$ cat src/rtl/mips_pkg.sv
// rtl/mips_pkg.sv - shared MIPS memory-map constants
package mips_pkg;
  localparam logic [31:0] TEXT_BASE  = 32'h0040_0000;
  localparam int          DEPTH_LOG2 = 14;
  localparam logic [31:0] NOP_WORD   = 32'h0000_0000;
endpackage

$ cat src/rtl/imem_addr_xlate.sv
// rtl/imem_addr_xlate.sv - byte address to imem word index plus legality
module imem_addr_xlate #(
  parameter logic [31:0] TEXT_BASE  = mips_pkg::TEXT_BASE,
  parameter int          DEPTH_LOG2 = mips_pkg::DEPTH_LOG2
) (
  input  logic [31:0]           addr,
  output logic [DEPTH_LOG2-1:0] idx,
  output logic                  legal
);
  localparam logic [32:0] LIMIT = 33'd4 << DEPTH_LOG2;

  logic [32:0] off;

  // A 33-bit offset sets bit 32 on underflow, so addresses below the base fail the limit test
  assign off   = {1'b0, addr} - {1'b0, TEXT_BASE};
  assign idx   = off[DEPTH_LOG2+1:2];
  assign legal = (addr[1:0] == 2'b00) && (off < LIMIT);
endmodule

$ cat src/rtl/imem_arbiter.sv
// rtl/imem_arbiter.sv - single-port imem arbiter between CPU fetch and loader
module imem_arbiter #(
  parameter logic [31:0] TEXT_BASE    = mips_pkg::TEXT_BASE,
  parameter int          DEPTH_LOG2   = mips_pkg::DEPTH_LOG2,
  parameter int          MAX_LD_BURST = 8
) (
  input  logic                  clk,
  input  logic                  reset_n,
  input  logic                  fetch_req,
  input  logic [31:0]           fetch_addr,
  output logic                  fetch_gnt,
  output logic                  fetch_valid,
  output logic [31:0]           fetch_rdata,
  output logic                  fetch_err,
  output logic                  cpu_stall,
  input  logic                  ld_req,
  input  logic                  ld_we,
  input  logic                  ld_lock,
  input  logic [31:0]           ld_addr,
  input  logic [31:0]           ld_wdata,
  output logic                  ld_gnt,
  output logic                  ld_valid,
  output logic [31:0]           ld_rdata,
  output logic                  mem_en,
  output logic                  mem_we,
  output logic [DEPTH_LOG2-1:0] mem_addr,
  output logic [31:0]           mem_wdata,
  input  logic [31:0]           mem_rdata
);
  localparam int              BW        = $clog2(MAX_LD_BURST + 1);
  localparam logic [BW-1:0]   BURST_MAX = BW'(MAX_LD_BURST);

  logic [BW-1:0]         burst_cnt;
  logic                  burst_full;
  logic [DEPTH_LOG2-1:0] f_idx, l_idx;
  logic                  f_legal, l_legal;
  logic                  ld_ok;

  imem_addr_xlate #(.TEXT_BASE(TEXT_BASE), .DEPTH_LOG2(DEPTH_LOG2)) u_fetch_xlate (
    .addr  (fetch_addr),
    .idx   (f_idx),
    .legal (f_legal)
  );

  imem_addr_xlate #(.TEXT_BASE(TEXT_BASE), .DEPTH_LOG2(DEPTH_LOG2)) u_ld_xlate (
    .addr  (ld_addr),
    .idx   (l_idx),
    .legal (l_legal)
  );

  // Grants are qualified by reset_n so nothing reaches memory while reset is held
  assign burst_full = (burst_cnt == BURST_MAX);
  assign fetch_gnt  = reset_n & fetch_req & ~ld_lock & (~ld_req | burst_full);
  assign ld_gnt     = reset_n & ld_req & ~fetch_gnt;
  assign cpu_stall  = reset_n & fetch_req & ~fetch_gnt;

  assign mem_en    = (fetch_gnt & f_legal) | (ld_gnt & l_legal);
  assign mem_we    = ld_gnt & l_legal & ld_we;
  assign mem_addr  = ld_gnt ? l_idx : f_idx;
  assign mem_wdata = ld_gnt ? ld_wdata : '0;

  always_ff @(posedge clk or negedge reset_n) begin
    if (!reset_n) begin
      burst_cnt   <= '0;
      fetch_valid <= 1'b0;
      fetch_err   <= 1'b0;
      ld_valid    <= 1'b0;
      ld_ok       <= 1'b0;
    end else begin
      fetch_valid <= fetch_gnt;
      fetch_err   <= fetch_gnt & ~f_legal;
      ld_valid    <= ld_gnt & ~ld_we;
      ld_ok       <= ld_gnt & ~ld_we & l_legal;
      if (fetch_gnt || !fetch_req)
        burst_cnt <= '0;
      else if (ld_gnt && !burst_full)
        burst_cnt <= burst_cnt + 1'b1;
    end
  end

  // Read data comes straight from the 1-cycle memory; illegal reads return zero
  assign fetch_rdata = (fetch_valid && !fetch_err) ? mem_rdata : mips_pkg::NOP_WORD;
  assign ld_rdata    = ld_ok ? mem_rdata : '0;
endmodule

$ cat config.mk
export PLATFORM = sky130hd
export DESIGN_NAME = imem_arbiter
export DESIGN_NICKNAME = d
export VERILOG_FILES = /design/src/rtl/mips_pkg.sv /design/src/rtl/imem_addr_xlate.sv /design/src/rtl/imem_arbiter.sv
export SDC_FILE = /design/constraint.sdc
export NUM_CORES = 1
export LEC_CHECK = 0
export CORE_ASPECT_RATIO = 0.5
export CORE_MARGIN = 2
export CORE_UTILIZATION = 19
export CTS_BUF_LIST = sky130_fd_sc_hd__clkbuf_8
export CTS_CLUSTER_DIAMETER = 30
export DETAILED_ROUTE_END_ITERATION = 16
export GPL_ROUTABILITY_DRIVEN = 0
export PLACE_DENSITY = 0.77
export RECOVER_POWER = 50
export SLEW_MARGIN = 20
export SYNTH_ARGS = -nofsm -noshare
export SYNTH_HDL_FRONTEND = slang
export SYNTH_SLANG_ARGS = --single-unit
$ cat constraint.sdc
create_clock -name clk -period 1.85 [get_ports clk]
set_input_delay 0.37 -clock clk [delete_from_list [all_inputs] [get_ports clk]]
set_output_delay 0.37 -clock clk [all_outputs]
set_load 0.02 [all_outputs]
==> run_results.csv <==
group,metric,value,unit
setup_path,rrSetupSlack,0.08,ns
timing,setup_ws,-0.4959,ns
grt,grt_pass1_vias,2520,
cts,cts_sinks,8,
routing,dr.first_iter.drc_count,95,
logic_synthesis,syn_area_per_cell,7.385,um^2
timing,whs,0.3532,ns
setup_path,timing.rr.start,"burst_cnt[1]",
setup_path,crit_path_start_kind,"flop",
logic_synthesis,synth.distinct_cells,32,
timing,finalCritPeriodShare,126.8,%
cts,cts_tree,"done",
place,dp_hpwl,6.574,mm
grt,grt_use_total,20.70,%
floorplan,rows,22,
run_status,failed_checks,"negative setup slack",
timing,max_slew_margin,61.17,%
routing,avgRoutedWirePerCell,16.08,um
final_layout,layout-drive-gt1-share,40.20,%
setup_path,endpoint_kind,"primary output",
setup_path,worstPathMaxFanout,8,
place,dp_slack,-1.292,ns
cts,clock_latency,0.24,ns
logic_synthesis,synth_top_cell_area_share,42.57,%
logic_synthesis,yosysSeqAreaShare,13.90,%
logic_synthesis,yosysTopAreaCell,"and2_1",
pwr,peakVddDrop,0.0001844,V
setup_path,crit_type,"flop to primary output",
setup_path,worstPathArrival,1.98,ns
logic_synthesis,yosys.cell_count.top_type,"and2_1",
routing,vias_per_cell,4.330,
final_layout,nets,630,
routing,routed_wl,9.441,mm
timing,final-max-slew-violation-count,0,
pwr,power.density,252.4,mW/mm^2
floorplan,die_w,127.1,um
logic_synthesis,ys_top_cells_by_count,"and2_1 (98), mux2_2 (14), clkbuf_1 (9)",
timing,layout_min_cycle_time,2.346,ns
final_layout,area_delta_synth_final,231.7,%
logic_synthesis,synth-seq-cells,8,
timing,fmax,426.3,MHz
cts,cts.clk_slew.worst_paths,0.05,ns
floorplan,io_pins,252,
timing,final-hold-violation-count,0,
setup_path,reg2reg_to,"burst_cnt[2]",
timing,skew,0.008460,ns
cts,clock-root-buffer,"clkbuf_8",
flow_run,drv_cap,0,
cts,postCtsHoldBufs,0,
setup_path,rr_worst_depth,10,
routing,drc,0,
timing,tightest_slew,0.5825,ns
routing,firstDrtPassIters,4,
min_path,hp-class,"input port to async pin",
floorplan,die_h,65.56,um
logic_synthesis,synth_edf_count,0,
routing,vias,2542,
timing,finalSetupViolCount,70,
cts,numCtsBuffers,3,
timing,rsz0062_at_grt,"yes",
place,postPlaceCellArea,0.004359,mm^2
grt,overflow,0,
place,portBuffers,251,
logic_synthesis,netlist_area,0.001440,mm^2
logic_synthesis,synth-main-ff-cell,"dfrtp_1",
grt,grt_max_degree,33,
grt,antenna_found_initial,1,
final_layout,final_util,65.00,%
cts,clk_path_buf_depth,2,
setup_path,cp-endpoint,"mem_wdata[13]",
logic_synthesis,synth_nets,333,
logic_synthesis,synth-async-reset-ratio,100.0,%
final_layout,final_area,0.004777,mm^2
cts,h-tree-depth,1,
setup_path,critPathLaunch,"burst_cnt[1]",
routing,drtAntennaViolNets,0,
logic_synthesis,yosys_warnings,0,
logic_synthesis,syn_inst,195,
setup_path,required,1.48,ns
floorplan,initial_core_util,19.59,%
logic_synthesis,synth.area.top_cells,"and2_1 (43%), dfrtp_1 (14%), mux2_2 (11%)",
pwr,p_leak,2.398,nW
grt,grt_pass1_wl,13.54,mm
run_status,outcome,"complete, but fails checks",
floorplan,die_area,0.008334,mm^2
floorplan,core,0.007350,mm^2
-- metal layers --
layer	share of wire [%]	global-route usage, %
met5	0	0
met4	1.4	4.945
met3	3.8	2.769
met2	55	39.92
met1	40	24.63
-- worst min-delay path by stage --
| stage | from | endpoint | slack (ns) |
|---|---|---|---|
| after global placement | burst_cnt[3] | burst_cnt[3] | 0.60 |
| after detailed placement | burst_cnt[3] | burst_cnt[3] | 0.61 |
| after global routing | reset_n | burst_cnt[2] | 0.41 |
| after CTS | reset_n | burst_cnt[3] | 0.20 |
| final | reset_n | burst_cnt[2] | 0.35 |
| after floorplan | reset_n | burst_cnt[0] | 0.07 |
-- stage by stage --
stage	setup TNS, ns	cells	power, W
finish	-21.06	587	0.001206
global route	-25.15	587	0.001252
CTS	-19.10	589	0.001214
detailed placement	-47.29	563	0.0008908
global placement	-47.22	563	0.0008846
floorplan	-0.1457	195	0.0004068
-- cells in the final DEF, fill, tap and decap left out, drive strengths merged, types with 2 or more instances in the layout --
master / instances
a21oi: 4
and2: 99
buf: 109
clkbuf: 15
clkdlybuf4s15: 15
clkdlybuf4s50: 82
dfrtp: 8
dlygate4sd2: 57
dlygate4sd3: 22
dlymetal6s2s: 6
ha: 4
inv: 7
mux2: 14
nand2: 3
nand3: 2
nand3b: 2
nand4: 2
nor2: 6
nor2b: 3
nor3: 3
nor4: 7
nor4b: 2
o211ai: 2
o21a: 2
xnor2: 3
xor2: 2
-- kinds of logic (layout without fill, tap and decap cells) --
group	after synthesis	after routing	synth area share (%)
buffers and inverters	18	313	4.866
AOI/OAI and AO/OA	12	12	5.821
adders and majority gates	4	4	3.475
xor gates and xnor gates	5	5	3.041
and+or+nand+nor	134	134	57.95
other	0	1	0
DFF	8	8	13.90
muxes	14	14	10.95
-- worst max-delay path: stages (launching register included) --
cell,delay [ns]
dfrtp_1,0.38
inv_2,0.08
ha_4,0.13
nand3b_1,0.14
o21a_4,0.25
buf_6,0.12
buf_16,0.13
buf_12,0.13
buf_6,0.11
and2_4,0.13
buf_6,0.12
-- power breakdown --
part           internal, W  switching, W  leakage, nW
Clock             0.000142     0.0000789       0.0216
Sequential        0.000180    0.00000235        0.110
Combinational     0.000502      0.000300         2.27
Total             0.000824      0.000381         2.40
-- state kept, by name (all words and copies together) (netlist names) --
name / flops
ld_ok: 1
burst_cnt: 4
fetch_valid: 1
ld_valid: 1
fetch_err: 1
-- area by class of cell --
cell class / count / area (um^2)
Clock buffer: 3 / 41.29
Multi-Input combinational cell: 169 / 1425
Timing Repair Buffer: 303 / 2962
Fill cell: 614 / 2572
Antenna cell: 1 / 2.502
Tap cell: 96 / 120.1
Sequential cell: 8 / 200.2
Inverter: 7 / 26.28
-- timing repair --
action	CTS	global route
gates resized for setup	503	38
cloned	3	1
buffers inserted	21	4
endpoints found under the setup margin	116	84
endpoints found under the hold margin	0	0
pin swaps	32	18
(Power assumes the default switching activity.)
